`src/rtl/qpsk_modulator.sv`:
```
// -----------------------------------------------------------------------------
// qpsk_modulator
//
// Purpose:
//   QPSK passband modulator.
//
//   - Symbols arrive on a valid/ready handshake and go into a one-deep buffer.
//   - Each symbol is held for SYM_CYCLES clocks.
//   - Each clock the block forms s = I*cos - Q*sin, with I,Q in {+1,-1}.
//   - The sum goes through a 2-stage pipeline to mod_out.
//   - Back-to-back symbols play gaplessly when the buffer is loaded in time.
//
// Parameters:
//   SYM_CYCLES  clocks per symbol (2 .. 2**CNT_W)
//   CNT_W       width of the symbol-cycle counter
//
// Optional build macro:
//   MOD_SAT_EN  when defined, the output is clamped to [-255,+255] so it fits
//               a symmetric 9-bit DAC. When undefined, the full range
//               -256..+256 passes through unmodified.
//
// Ports:
//   clk        in   system clock, all state on rising edge
//   reset_n    in   asynchronous active-low reset
//   enable     in   1 = may load new symbols; 0 = finish current symbol, idle
//   sym_data   in   [1] I sign, [0] Q sign (0 = +1, 1 = -1)
//   sym_valid  in   sym_data valid
//   sym_ready  out  symbol can be accepted this cycle
//   sin, cos   in   signed 8-bit carrier samples
//   mod_out    out  signed 10-bit modulated sample
//   mod_valid  out  mod_out carries a symbol sample
//   sym_start  out  mod_out is the first sample of a symbol
//   underflow  out  1-cycle pulse: symbol ended with no successor, enable=1
// -----------------------------------------------------------------------------
module qpsk_modulator #(
  parameter int SYM_CYCLES = 256,
  parameter int CNT_W      = 8
) (
  input  logic       clk,
  input  logic       reset_n,
  input  logic       enable,
  input  logic [1:0] sym_data,
  input  logic       sym_valid,
  output logic       sym_ready,
  input  logic [7:0] sin,
  input  logic [7:0] cos,
  output logic [9:0] mod_out,
  output logic       mod_valid,
  output logic       sym_start,
  output logic       underflow
);

  typedef enum logic {IDLE = 1'b0, RUN = 1'b1} state_t;

  localparam logic [CNT_W-1:0] CNT_LAST = CNT_W'(SYM_CYCLES - 1);
  localparam logic [CNT_W-1:0] CNT_ONE  = CNT_W'(1);

  state_t           state_q;
  logic [CNT_W-1:0] cnt_q;
  logic             buf_full_q;
  logic [1:0]       buf_sym_q;
  logic [1:0]       cur_sym_q;
  logic             underflow_q;

  // Pipeline registers
  logic [8:0]       it_q, qt_q;
  logic             act1_q, first1_q;
  logic [9:0]       mod_out_q;
  logic             mod_valid_q, sym_start_q;

  // Combinational next values for the pipeline
  logic [8:0]       cos_ext_d, sin_ext_d;
  logic [8:0]       it_d, qt_d;
  logic [9:0]       sum_d, out_d;

  // The buffer can only take a symbol when empty, so an accept never
  // coincides with a load out of the buffer.
  assign sym_ready = enable && !buf_full_q;

  // ---------------------------------------------------------------------------
  // Symbol buffer and sequencing FSM
  // ---------------------------------------------------------------------------
  always_ff @(posedge clk or negedge reset_n) begin
    if (!reset_n) begin
      state_q     <= IDLE;
      cnt_q       <= '0;
      buf_full_q  <= 1'b0;
      buf_sym_q   <= '0;
      cur_sym_q   <= '0;
      underflow_q <= 1'b0;
    end else begin
      underflow_q <= 1'b0;

      if (sym_valid && sym_ready) begin
        buf_sym_q  <= sym_data;
        buf_full_q <= 1'b1;
      end

      case (state_q)
        IDLE: begin
          if (buf_full_q && enable) begin
            cur_sym_q  <= buf_sym_q;
            buf_full_q <= 1'b0;
            cnt_q      <= '0;
            state_q    <= RUN;
          end
        end
        RUN: begin
          if (cnt_q == CNT_LAST) begin
            cnt_q <= '0;
            if (buf_full_q && enable) begin
              // Reload at the terminal count so the next symbol has no gap.
              cur_sym_q  <= buf_sym_q;
              buf_full_q <= 1'b0;
            end else begin
              state_q <= IDLE;
              // Starvation is flagged only while the source is supposed to
              // be feeding us. A deliberate stop (enable=0) is not flagged.
              underflow_q <= enable;
            end
          end else begin
            cnt_q <= cnt_q + CNT_ONE;
          end
        end
        default: state_q <= IDLE;
      endcase
    end
  end

  // ---------------------------------------------------------------------------
  // Stage 1: signed terms.
  // Each term is sign-extended to 9 bits before negation, so -(-128) = +128.
  // ---------------------------------------------------------------------------
  always_comb begin
    cos_ext_d = {cos[7], cos};
    sin_ext_d = {sin[7], sin};
    it_d      = cur_sym_q[1] ? -cos_ext_d : cos_ext_d;
    // Subtracting Q*sin: Q=+1 contributes -sin, Q=-1 contributes +sin.
    qt_d      = cur_sym_q[0] ? sin_ext_d : -sin_ext_d;
  end

  // ---------------------------------------------------------------------------
  // Stage 2: sum, optional clamp, gate by activity.
  // ---------------------------------------------------------------------------
  always_comb begin
    sum_d = {it_q[8], it_q} + {qt_q[8], qt_q};
    out_d = sum_d;
`ifdef MOD_SAT_EN
    // The sum is bounded to -256..+256, so only the two extremes need clamping.
    if (sum_d == 10'h100) begin
      out_d = 10'h0FF;    // +256 -> +255
    end else if (sum_d == 10'h300) begin
      out_d = 10'h301;    // -256 -> -255
    end
`endif
    if (!act1_q) begin
      out_d = '0;
    end
  end

  always_ff @(posedge clk or negedge reset_n) begin
    if (!reset_n) begin
      it_q        <= '0;
      qt_q        <= '0;
      act1_q      <= 1'b0;
      first1_q    <= 1'b0;
      mod_out_q   <= '0;
      mod_valid_q <= 1'b0;
      sym_start_q <= 1'b0;
    end else begin
      it_q        <= it_d;
      qt_q        <= qt_d;
      act1_q      <= (state_q == RUN);
      first1_q    <= (state_q == RUN) && (cnt_q == '0);
      mod_out_q   <= out_d;
      mod_valid_q <= act1_q;
      sym_start_q <= first1_q;
    end
  end

  assign mod_out   = mod_out_q;
  assign mod_valid = mod_valid_q;
  assign sym_start = sym_start_q;
  assign underflow = underflow_q;

endmodule

```
`config.mk`:
```
export PLATFORM = sky130hd
export DESIGN_NAME = qpsk_modulator
export DESIGN_NICKNAME = d
export VERILOG_FILES = /design/src/rtl/qpsk_modulator.sv
export SDC_FILE = /design/constraint.sdc
export NUM_CORES = 1
export LEC_CHECK = 0
export CORE_MARGIN = 1
export CORE_UTILIZATION = 30
export CTS_CLUSTER_DIAMETER = 50
export DETAILED_ROUTE_END_ITERATION = 16
export GPL_TIMING_DRIVEN = 0
export PLACE_DENSITY_LB_ADDON = 0.25
export SYNTH_ARGS = -nofsm -noshare
export SYNTH_HDL_FRONTEND = slang
export SYNTH_SLANG_ARGS = --single-unit
```
`constraint.sdc`:
```
create_clock -name clk -period 2.32 [get_ports clk]
set_input_delay 0.464 -clock clk [delete_from_list [all_inputs] [get_ports clk]]
set_output_delay 0.464 -clock clk [all_outputs]
set_load 0.01 [all_outputs]
```
* After elaboration in Yosys (flattened, before gate mapping) *
Index checks and enable logic that the tools add are counted.
Widths: inputs -> output; s select.

cells by class
  add/subtract/negate cells = 4
  bitwise operators = 1
  eq/ne operators = 3
  multiplexer cells = 19
  reduce and logical (&&, ||, !) cells = 6

operators with widths
  kind                 count
  $mux 9               2
  $neg 9->9            2
  $mux 8               2
  $pmux 8 s2           1
  $add 9x9->10         1
  $mux 10              1
  $add 8x1->8 const B  1
  $eq 8x8->1 const B   1
  $logic_not 8->1      1
  $mux 1               8
  $logic_and 1x1->1    4
  $mux 2               2
  $pmux 1 s2           2
  $pmux 2 s2           1
  $ne 2x1->1 const B   1
  $ne 2x2->1 const B   1
  $logic_not 1->1      1
  $not 1->1            1

word-level totals
  register bits = 47
  input bits = 22
  output and inout bits = 14
  logic and storage cells = 46

* Logic depth before layout (Yosys ltp) *
Gate-level depths: netlist (run 1).

  word-level depth = 7
  gate-level depth with buffers = 7
  depth with buffers taken out = 7

* Worst setup path after synthesis (run 1) *
OpenSTA, ideal clock, no wires.

  kind = reg-to-reg
  from = register it_q[4]
  to = register mod_out_q[7], in the netlist mod_out[7]
  path buffers = 0
  arrival = 1634 ps
  cell stages (with the launch flop) = 6
  clock period less this slack = 1752 ps
  setup slack = 568 ps
  cells stage by stage = dfrtp_1 ha_1 or4_4 o21a_1 and3_4 o21a_1

on the way
  cells in the longest elaborated chain, start to end = 2

ends and longest elaborated chain
  what                    RTL line  RTL
  start, declared         66        logic [8:0] it_q, qt_q;
  start signal, assigned  171       it_q <= it_d;
  $add 9x9->10            146       sum_d = {it_q[8], it_q} + {qt_q[8], qt_q};
  $mux 10                 156       if (!act1_q) begin
  via out_d[7]            74        logic [9:0] sum_d, out_d;
  end signal, assigned    175       mod_out_q <= out_d;
  end, declared           68        logic [9:0] mod_out_q;

The timed path passes the listed nets, and every way through them passes these cells.
A chain may end at the register's enable or synchronous reset.

* Worst setup path in the final report (run 1) *
  from = register buf_full_q
  to = output port sym_ready

on the way
  cells in the longest elaborated chain, start to end = 2

ends and longest elaborated chain
  what                    RTL line  RTL
  start, declared         60        logic buf_full_q;
  start signal, assigned  87        buf_full_q <= 1'b0;
  start signal, assigned  96        buf_full_q <= 1'b1;
  start signal, assigned  103       buf_full_q <= 1'b0;
  $logic_not 1->1         78        assign sym_ready = enable && !buf_full_q;
  $logic_and 1x1->1       78
  end, declared           44        output logic sym_ready,

No other way between the ends.

==> results of run 1 <==
==> layout by cell type (no fill, tap or decap), types with 2 or more instances in the layout <==
master,n
nor2_1,9
a31oi_1,3
a21o_1,3
nor4_1,4
o21ai_1,6
a21oi_1,8
nand2b_1,4
nand3_1,6
nand2_1,14
mux2_1,4
dfrtp_1,47
nand4b_1,2
o21a_1,6
nor2b_1,5
o21bai_1,2
nor3_1,3
xor2_1,7
a22o_1,3
clkbuf_8,6
a211oi_1,3
o21ai_0,6
clkdlybuf4s50_1,33
mux2i_1,2
o31ai_1,2
xnor2_1,8
inv_1,13
clkbuf_1,4
ha_1,13
==> sequential cells by signal (all words and copies together), names as in the netlist, 2 cells and up <==
signal     cells
mod_out       10
cur_sym_q      2
qt_q           9
buf_sym_q      2
it_q           9
cnt_q          8
==> power breakdown <==
part | switching (W) | total [W] | internal (W)
clock | 0.000276 | 0.000520 | 0.000243
combinational | 0.000148 | 0.000327 | 0.000179
sequential | 0.0000196 | 0.000896 | 0.000877
total | 0.000445 | 0.00174 | 0.00130
==> worst min path at each step <==
| stage | startpoint | end | slack (ns) | depth (start not counted) |
|---|---|---|---|---|
| floorplan | reset_n | act1_q$_DFF_PN0_ | 0.17 | 0 |
| global placement | first1_q$_DFF_PN0_ | sym_start$_DFF_PN0_ | 0.34 | 0 |
| detailed placement | first1_q$_DFF_PN0_ | sym_start$_DFF_PN0_ | 0.35 | 0 |
| CTS | reset_n | qt_q[0]$_DFF_PN0_ | 0.10 | 1 |
| global route | reset_n | qt_q[1]$_DFF_PN0_ | 0.12 | 1 |
| finish | reset_n | qt_q[1]$_DFF_PN0_ | 0.1 | 1 |
==> cell families (layout without fill, tap and decap cells) <==
group / Yosys count / after routing
compound gates: 51 / 51
mux: 7 / 7
xor+xnor: 15 / 15
fa+ha+maj: 14 / 14
flops: 47 / 47
buf+inv: 17 / 61
simple gates: 61 / 61
==> per-stage QoR <==
step / area, µm² / cells / power [W] / setup TNS, ns / worst slack (ns)
global route: 2930 / 355 / 0.00185 / 0 / 0.242
detailed placement: 2820 / 347 / 0.00124 / 0 / 0.00243
CTS: 2920 / 355 / 0.00177 / 0 / 0.0425
global placement: 2800 / 346 / 0.00124 / -26.16 / -0.558
finish: 2930 / 355 / 0.00174 / 0 / 0.392
floorplan: 2330 / 212 / 0.00108 / 0 / 0.568
==> repair_timing <==
item / 4_1_cts / 5_1_grt
endpoints found under the hold margin: 0 / 0
resized for setup: 1 / 2
hold buffers: 0 / 0
setup endpoints to repair: 1 / 1
==> area by class of cell <==
cell class | count | area (µm²) | share of cell area, %
multi-input cells | 148 | 1100 | 37.5
flip-flops and latches | 47 | 1180 | 40.2
plain buffers | 4 | 15.0 | 0.513
well taps | 99 | 124 | 4.23
clock inverters | 2 | 16.3 | 0.556
clock buffers | 6 | 82.6 | 2.82
inverters | 13 | 48.8 | 1.67
repair buffers | 36 | 368 | 12.6
==> per-layer routing <==
layer	up-vias	share of wire (%)	GRT usage, %	wire, µm
li1	841	-	-	-
met1	760	51	16.5	2170
met2	37	44	16.6	1890
met3	7	3.1	2.12	134
met4	0	2.0	5.24	87
met5	-	0	0	0
==> worst max-delay path, delay by kind of cell, from the launching register on <==
kind / cells / cell delay (ns)
buffers and inverters: 1 / 0.54
DFF: 1 / 0.47
and+or+nand+nor: 1 / 0.15
==> flow_summary.rst, run 1 <==
.. list-table::
   :header-rows: 1

   * - Metric
     - Value
   * - Final clock skew
     - ~0.013 ns
   * - Endpoint of the most critical setup path
     - sym_ready
   * - Status
     - finished, final reports clean
   * - Final worst path period need
     - 1.93 ns
   * - Worst rel slew slack
     - 56.2%
   * - Starting utilization of the core area
     - approximately a third
   * - Clk_lat worst skew
     - about 0.30 ns
   * - Hold WS
     - approximately 0.096 ns
   * - TritonCTS clock tree
     - done
   * - Depth of the CTS H-tree
     - 2
   * - Sequential share of the synthesized area
     - between 50 and 60%
   * - Largest cells by area after synthesis
     - dfrtp_1 (51%), ha_1 (7.0%), xnor2_1 (3.0%)
   * - Routed via count divided by cell count
     - 4.63
   * - XOR/XNOR Fraction of Synth Area
     - under 10%
   * - Final antenna diode count
     - 0
   * - Final Hold Vio Count
     - 0
   * - FF-to-FF setup slack
     - between 0.4 and 0.5 ns
   * - Capture instance of the worst register-to-register path
     - mod_out[8]$_DFF_PN0_
   * - Share of final-layout standard cells stronger than drive strength 1
     - 6.25%
   * - Hold Path Class
     - input port to async pin
   * - Combinational family with the most area after synthesis
     - compound AO/OA/AOI/OAI gates
   * - Clock transition at the registers of the reported paths
     - 0.09 ns
   * - Worst setup path startpoint
     - buf_full_q$_DFF_PN0_
   * - Area added between synthesis and finish
     - 25.7%
   * - Number of max-cap violations
     - 0
   * - Setup-violating endpoint count in the final report
     - 0
   * - Synthesized area per cell
     - 11.0 µm²
   * - Number of instances in the synthesized netlist
     - ~210
   * - Cell variety after synth
     - 50
   * - DRC viols
     - 0
   * - Net Count, Synth
     - 248
   * - Leading post-synthesis cells by instance count
     - dfrtp_1 (47), nand2_1 (14), ha_1 (13), inv_1 (13), nor2_1 (9)
   * - CTS Sinks
     - 47
   * - Number of buffers on the longest clock path
     - 2
   * - Number of detailed-route iterations in the first pass
     - 4
   * - Flops & latches, synth
     - between 40 and 50
   * - Horiz. Die Dim
     - 90.1 µm
   * - Routed wire length
     - roughly 4300 µm
   * - Via count of the first global-routing pass
     - roughly 1.5k
   * - Synthesis warning total
     - 0
   * - Fmax
     - a little over 500 MHz
   * - Worst Max-Slew Pin Slew
     - about 0.66 ns
   * - Pin count of the biggest net entering global routing
     - 30
   * - Crit Path Category
     - register to primary output
   * - Routability Congestion
     - about 0.77
   * - Worst ir drop on vdd
     - between 200 and 250 µV
   * - CP endpoint kind
     - primary output
   * - RSZ-0062 raised after global routing
     - false
   * - Most common cell in the synthesized netlist
     - dfrtp_1
   * - Boundary pin count
     - 36
   * - Chain of cells forming the critical path
     - nor2b_4 -> clkdlybuf4s50_1
   * - Async S/R FF share, synth
     - 100%
   * - Critical-path top delay cell
     - clkdlybuf4s50_1
   * - Die outline area
     - 0.00812 mm²
   * - Core footprint
     - roughly 0.0074 mm²
   * - Post-synth design cell area
     - 0.00233 mm²
   * - Share of the synthesized area in the top cell type
     - 50.5%
   * - DR iter-0 viols
     - 56
   * - Worst-path fanout max
     - 6
   * - Leakage power of the design
     - about 1.2 nW
   * - Number of nets still failing antenna checks after routing
     - 0
   * - Max Transition Viols Final
     - 0
   * - Data required time of the critical path
     - roughly 1.9 ns
   * - Placed wire-length estimate after detailed placement
     - ~3200 µm
   * - Quantity of I/O buffers inserted on ports
     - 35
   * - Die boundary height
     - 90.1 µm
   * - Buffer type at the clock tree root
     - clkbuf_8
   * - Global Route Usage Sum
     - a little under an eighth
   * - NumNets Final
     - approximately 290
   * - Synth area leader
     - dfrtp_1
   * - Max stage delay on crit path
     - ~0.54 ns
   * - Placement row count
     - 31
   * - Remaining global-route overflow
     - 0
   * - Routed length per instance
     - about 12 µm
   * - Launch point of the worst reg-to-reg path
     - it_q[0]$_DFF_PN0_
   * - R2r worst-path depth
     - 7
   * - Adder and majority gate portion of the synthesized area
     - 7.85%
   * - Post-layout utilization of the core
     - between 30% and 40%
   * - Setup Buffers After CTS
     - 0
   * - Number of flops mapped to enable cells by yosys
     - 0
   * - PD cells
     - ~600 mW/mm²
   * - Mux cell area share after synthesis
     - 3.28%
   * - Share of the cycle needed by the critical path after routing
     - between 80% and 90%
   * - Worst Path Arrival
     - around 1.5 ns
   * - Initial antenna violation count
     - 0
   * - Post-synth top flop
     - dfrtp_1
   * - Crit start category
     - register
   * - Clock buffers created by TritonCTS
     - 5
   * - Simple logic cell fraction of the synthesized area
     - ~15%
   * - Filler Cells Inserted
     - 744
   * - Fraction of the mapped netlist area in compound gates
     - 15.1%
   * - Wire length of the first global-routing pass
     - between 7000 and 8000 µm
   * - Total via count in the routed design
     - 1645
(Power assumes the default switching activity.)
==> inputs of run 2 (changes only) <==
==> constraint.sdc (replaced) <==
create_clock -name clk -period 1.9 [get_ports clk]
set_input_delay 0.38 -clock clk [delete_from_list [all_inputs] [get_ports clk]]
set_output_delay 0.38 -clock clk [all_outputs]
set_load 0.01 [all_outputs]
==> flow_summary.rst, run 2 (same netlist as run 1, synthesis figures left out) <==
.. list-table::
   :header-rows: 1

   * - Metric
     - Value
   * - Status
     - finished, final reports clean
   * - Area added between synthesis and finish
     - 26.8%
   * - Commonest non-fill, non-tap cells in the layout
     - dfrtp_1 (46), clkdlybuf4s50_1 (32), nand2_1 (14), inv_1 (13), ha_1 (12)
   * - Placement row count
     - 31
   * - Area used by multi-input combinational logic
     - around 0.0011 mm²
   * - Core footprint
     - 0.00737 mm²
   * - Starting utilization of the core area
     - a little under a third
   * - Clock transition at the registers of the reported paths
     - 0.09 ns
   * - Fmax
     - approximately 560 MHz
   * - Final Hold Vio Count
     - 0
   * - Worst Path Arrival
     - ~2.0 ns
   * - Leakage power of the design
     - 1.24 nW
   * - Total via count in the routed design
     - 1663
   * - Worst-case setup margin in the final layout
     - around 0.11 ns
   * - Worst-path fanout max
     - 5
   * - Leading cell type in the layout, fill and taps excluded
     - dfrtp_1
   * - Depth of the CTS H-tree
     - 2
   * - Routed wire length
     - around 4300 µm
   * - CTS Sinks
     - 47
   * - Setup Buffers After CTS
     - 0
   * - Setup-violating endpoint count in the final report
     - 0
   * - Number of detailed-route iterations in the first pass
     - 4
   * - Remaining global-route overflow
     - 0
   * - Via count of the first global-routing pass
     - approximately 1.5k
   * - DRC viols
     - 0
   * - TritonCTS clock tree
     - done
   * - Wire length of the first global-routing pass
     - between 7000 and 8000 µm
   * - Final worst path period need
     - ~1.8 ns
   * - Reg area
     - between 0.001 and 0.0015 mm²
   * - Die boundary height
     - roughly 90 µm
   * - Routability Congestion
     - 0.767
   * - Die outline area
     - 0.00812 mm²
   * - Pre-CTS setup slack
     - -0.250 ns
   * - Clock buffers created by TritonCTS
     - 5
   * - Routed length per instance
     - about 12 µm
   * - DR iter-0 viols
     - 55
   * - Worst Max-Slew Pin Slew
     - roughly 0.66 ns
   * - Flip-flop count of the largest register after layout
     - 10
   * - Initial antenna violation count
     - 0
   * - Placed wire-length estimate after detailed placement
     - ~3200 µm
   * - Routed via count divided by cell count
     - approximately 4.7
   * - Number of max-cap violations
     - 0
   * - Horiz. Die Dim
     - approximately 90 µm
   * - Clk_lat worst skew
     - around 0.3 ns
   * - Post-Layout Cell Count
     - 355
   * - Hold WS
     - between 0.01 and 0.015 ns
   * - Worst ir drop on vdd
     - about 250 µV
   * - NumNets Final
     - 291
   * - Final clock skew
     - between 0.01 and 0.015 ns
   * - Number of nets still failing antenna checks after routing
     - 0
   * - Crit Path Category
     - register to register
   * - Number of buffers on the longest clock path
     - 2
   * - CP endpoint kind
     - register
   * - Placed Cells incl. Taps
     - 347
   * - Final antenna diode count
     - 0
   * - Share of final-layout standard cells stronger than drive strength 1
     - under 10%
   * - Data required time of the critical path
     - around 2.1 ns
   * - Crit start category
     - register
   * - PD cells
     - 726 mW/mm²
   * - Global Route Usage Sum
     - around 11%
   * - Quantity of I/O buffers inserted on ports
     - 35
   * - Boundary pin count
     - 36
   * - Worst rel slew slack
     - 56.1%
   * - Buffer type at the clock tree root
     - clkbuf_8
   * - Overall power
     - between 0.002 and 0.0025 W
   * - Share of the cycle needed by the critical path after routing
     - around 94%
   * - Filler Cells Inserted
     - around 750
   * - Max Transition Viols Final
     - 0
   * - RSZ-0062 raised after global routing
     - false
   * - Hold Path Class
     - input port to async pin
   * - Pin count of the biggest net entering global routing
     - 30
[run 2: changes by cell type in the layout (fill, tap and decap cells not counted), sizes merged]
| cell | before | now |
|---|---|---|
| dlygate4sd2 | 0 | 1 |
| clkdlybuf4s50 | 33 | 32 |
[run 2: through the flow]
stage	util [%]	instance area (µm²)	TNS, ns
final	40.1	2950	0
after global routing	40.1	2950	0
after CTS	39.7	2930	0
after detailed placement	38.2	2820	-0.280
after global placement	38.0	2800	-42.20
after floorplan	-	2330	0
[run 2: timing repair]
item,in CTS,in global routing
endpoints found under the setup margin,2,3
endpoints found under the hold margin,0,0
hold buffers,0,0
pin swaps,0,1
cloned,0,0
resized for setup,4,5
[run 2: critical path: stages, from the launching register on]
cell and delay [ns]:
dfrtp_1 0.42, ha_4 0.27, or4_4 0.52, o21a_1 0.14, and3_4 0.17, o21a_1 0.17
[run 2: power breakdown]
part           switching, W  internal [W]  leakage (nW)
sequential        0.0000258       0.00107         0.542
clock              0.000338      0.000297        0.0474
combinational      0.000186      0.000227         0.646
[run 2: path summary, 6_finish.rpt]
path | startpoint | end | slack, ns | cells after the start
max | it_q[4]$_DFF_PN0_ | mod_out[7]$_DFF_PN0_ | 0.11 | 5
min | reset_n | qt_q[1]$_DFF_PN0_ | 0.01 | 1
max reg2reg | it_q[4]$_DFF_PN0_ | mod_out[7]$_DFF_PN0_ | 0.11 | 5
min reg2reg | first1_q$_DFF_PN0_ | sym_start$_DFF_PN0_ | 0.36 | 0
max in group asynchronous | reset_n | buf_full_q$_DFF_PN0_ | 1.38 | 2
min in group clk | first1_q$_DFF_PN0_ | sym_start$_DFF_PN0_ | 0.36 | 0
[run 2: layout make-up]
type	instances	share of cell area [%]
clock buffer	6	2.80
tap	99	4.20
inverter	13	1.65
clock inverter	2	0.551
timing repair buffer	36	12.4
buffer	4	0.509
sequential	47	39.9
multi-input combinational	148	38.0
[run 2: per-layer routing]
metal,vias up,global-route usage (%),part of all wire [%]
met5,-,0,0
met4,0,5.24,2.0
met3,7,2.12,3.4
met2,39,16.7,45
met1,775,16.5,50
li1,842,-,-
==> inputs of run 3 (changes only) <==
--- a/config.mk
+++ b/config.mk
@@ -11,6 +11,8 @@
 export DETAILED_ROUTE_END_ITERATION = 16
 export GPL_TIMING_DRIVEN = 0
 export PLACE_DENSITY_LB_ADDON = 0.25
+export SLEW_MARGIN = 20
 export SYNTH_ARGS = -nofsm -noshare
 export SYNTH_HDL_FRONTEND = slang
 export SYNTH_SLANG_ARGS = --single-unit
+export TNS_END_PERCENT = 30
==> flow_summary.rst, run 3 (same netlist as run 1, synthesis figures left out) <==
.. list-table::
   :header-rows: 1

   * - Metric
     - Value
   * - Worst ir drop on vdd
     - 250 µV
   * - Clock network power share
     - 29.6%
   * - Data required time of the critical path
     - 1.52 ns
   * - Number of detailed-route iterations in the first pass
     - 4
   * - Clock transition at the registers of the reported paths
     - 0.09 ns
   * - Quantity of I/O buffers inserted on ports
     - 35
   * - Max Transition Viols Final
     - 0
   * - Post-layout utilization of the core
     - between 40% and 50%
   * - Leading cell type in the layout, fill and taps excluded
     - dfrtp_1
   * - CP endpoint kind
     - primary output
   * - Clk_lat worst skew
     - ~0.3 ns
   * - Filler Cells Inserted
     - 746
   * - Remaining global-route overflow
     - 0
   * - Number of buffers on the longest clock path
     - 2
   * - Wire length of the first global-routing pass
     - between 7000 and 8000 µm
   * - Total net switching power
     - ~0.00055 W
   * - Starting utilization of the core area
     - around a third
   * - Fmax
     - 548 MHz
   * - Area added between synthesis and finish
     - 26.7%
   * - Worst rel slew slack
     - ~56%
   * - Hold Path Class
     - input port to async pin
   * - Status
     - finished, final reports clean
   * - RSZ-0062 raised after global routing
     - true
   * - Critical-path top delay cell
     - clkdlybuf4s50_1
   * - Routability Congestion
     - between 0.7 and 0.8
   * - Global Route Usage Sum
     - 11.5%
   * - Final Hold Vio Count
     - 0
   * - Die outline area
     - 0.00812 mm²
   * - Category of cells accounting for the largest share of critical-path delay
     - buffers and inverters
   * - Chain of cells forming the critical path
     - nor2b_4 -> clkdlybuf4s50_1
   * - Die boundary height
     - between 90 and 100 µm
   * - Number of max-cap violations
     - 0
   * - Max stage delay on crit path
     - 0.54 ns
   * - Overall power
     - 0.00214 W
   * - Core footprint
     - 0.00737 mm²
   * - Flip-flop count of the largest register after layout
     - 10
   * - Initial antenna violation count
     - 0
   * - Boundary pin count
     - 36
   * - Horiz. Die Dim
     - about 90 µm
   * - Number of nets still failing antenna checks after routing
     - 0
   * - Routed length per instance
     - 12.2 µm
   * - Via count of the first global-routing pass
     - around 1.5k
   * - Share of final-layout standard cells stronger than drive strength 1
     - 7.81%
   * - Pin count of the biggest net entering global routing
     - 30
   * - Worst-path fanout max
     - 6
   * - Buffer type at the clock tree root
     - clkbuf_8
   * - Area used by multi-input combinational logic
     - ~0.0011 mm²
   * - Power share of the combinational group
     - about 19%
   * - Net switching share of the total power
     - 25.6%
   * - TritonCTS clock tree
     - done
   * - Worst Path Arrival
     - 1.44 ns
   * - Fraction of power consumed by sequential logic
     - a little over 50%
   * - Final antenna diode count
     - 0
   * - Final clock skew
     - 0.0133 ns
   * - Depth of the CTS H-tree
     - 2
   * - Total via count in the routed design
     - between 1.5k and 2k
   * - Reg area
     - about 0.0012 mm²
   * - Worst-case setup margin in the final layout
     - between 0.07 and 0.08 ns
   * - Hold WS
     - approximately 0.010 ns
   * - Setup Buffers After CTS
     - 0
   * - Buf/Inv on CP
     - 1
   * - Routed wire length
     - around 4300 µm
   * - NumNets Final
     - 291
   * - Internal power contribution
     - 0.00160 W
   * - PD cells
     - 727 mW/mm²
   * - Share of the cycle needed by the critical path after routing
     - 96.0%
   * - DRC viols
     - 0
   * - CTS Sinks
     - 47
   * - Placement row count
     - 31
   * - Leakage power of the design
     - about 1.2 nW
   * - Final worst path period need
     - 1.82 ns
   * - Worst Max-Slew Pin Slew
     - around 0.66 ns
   * - Placed wire-length estimate after detailed placement
     - 3220 µm
   * - Crit start category
     - register
   * - Setup-violating endpoint count in the final report
     - 0
   * - Crit Path Category
     - register to primary output
   * - Commonest non-fill, non-tap cells in the layout
     - dfrtp_1 (46), clkdlybuf4s50_1 (33), nand2_1 (14), inv_1 (13), ha_1 (12)
   * - Routed via count divided by cell count
     - roughly 4.7
   * - Pre-CTS setup slack
     - -0.250 ns
   * - DR iter-0 viols
     - 55
   * - Clock buffers created by TritonCTS
     - 5
-- run 3: power by group through the flow --
stage	registers, W	logic (W)	clock network [W]
2_1_floorplan	0.00113	0.000186	0
3_3_place_gp	0.00111	0.000396	0
3_5_place_dp	0.00112	0.000403	0
4_1_cts	0.00110	0.000407	0.000663
5_1_grt	0.00110	0.000456	0.000714
6_report	0.00110	0.000413	0.000635
-- run 3: through the flow --
step | setup TNS, ns | instances | area [µm²]
floorplan | 0 | 212 | 2330
global placement | -42.20 | 346 | 2800
detailed placement | -0.280 | 347 | 2820
CTS | 0 | 355 | 2930
global route | -0.00408 | 355 | 2950
finish | 0 | 355 | 2950
-- run 3: final cells by class --
cell class | instances | area share [%]
Sequential cell | 47 | 39.9
Multi-Input combinational cell | 148 | 38.0
Timing Repair Buffer | 36 | 12.3
Tap cell | 99 | 4.20
Clock buffer | 6 | 2.80
Inverter | 13 | 1.65
Clock inverter | 2 | 0.552
Buffer | 4 | 0.509
-- run 3: final timing paths --
check / to / slack [ns] / cells after the start / start
min: qt_q[1]$_DFF_PN0_ / 0.01 / 1 / reset_n
max: sym_ready / 0.08 / 2 / buf_full_q$_DFF_PN0_
max in group asynchronous: buf_full_q$_DFF_PN0_ / 1.38 / 2 / reset_n
min in group clk: sym_start$_DFF_PN0_ / 0.36 / 0 / first1_q$_DFF_PN0_
min reg2reg: sym_start$_DFF_PN0_ / 0.36 / 0 / first1_q$_DFF_PN0_
max reg2reg: mod_out[7]$_DFF_PN0_ / 0.11 / 5 / it_q[4]$_DFF_PN0_
-- run 3: repair_timing --
action / CTS / global route
hold buffers: 0 / 0
pin swaps: 0 / 1
gates resized for setup: 4 / 4
setup endpoints to repair: 2 / 3
-- run 3: per-layer routing --
| layer | wire length, µm | vias to the layer above | global-route usage, % |
|---|---|---|---|
| met5 | 0 | - | 0 |
| met2 | 1930 | 39 | 16.7 |
| met1 | 2180 | 775 | 16.5 |
| met4 | 87 | 0 | 5.24 |
| li1 | - | 842 | - |
| met3 | 139 | 7 | 2.12 |
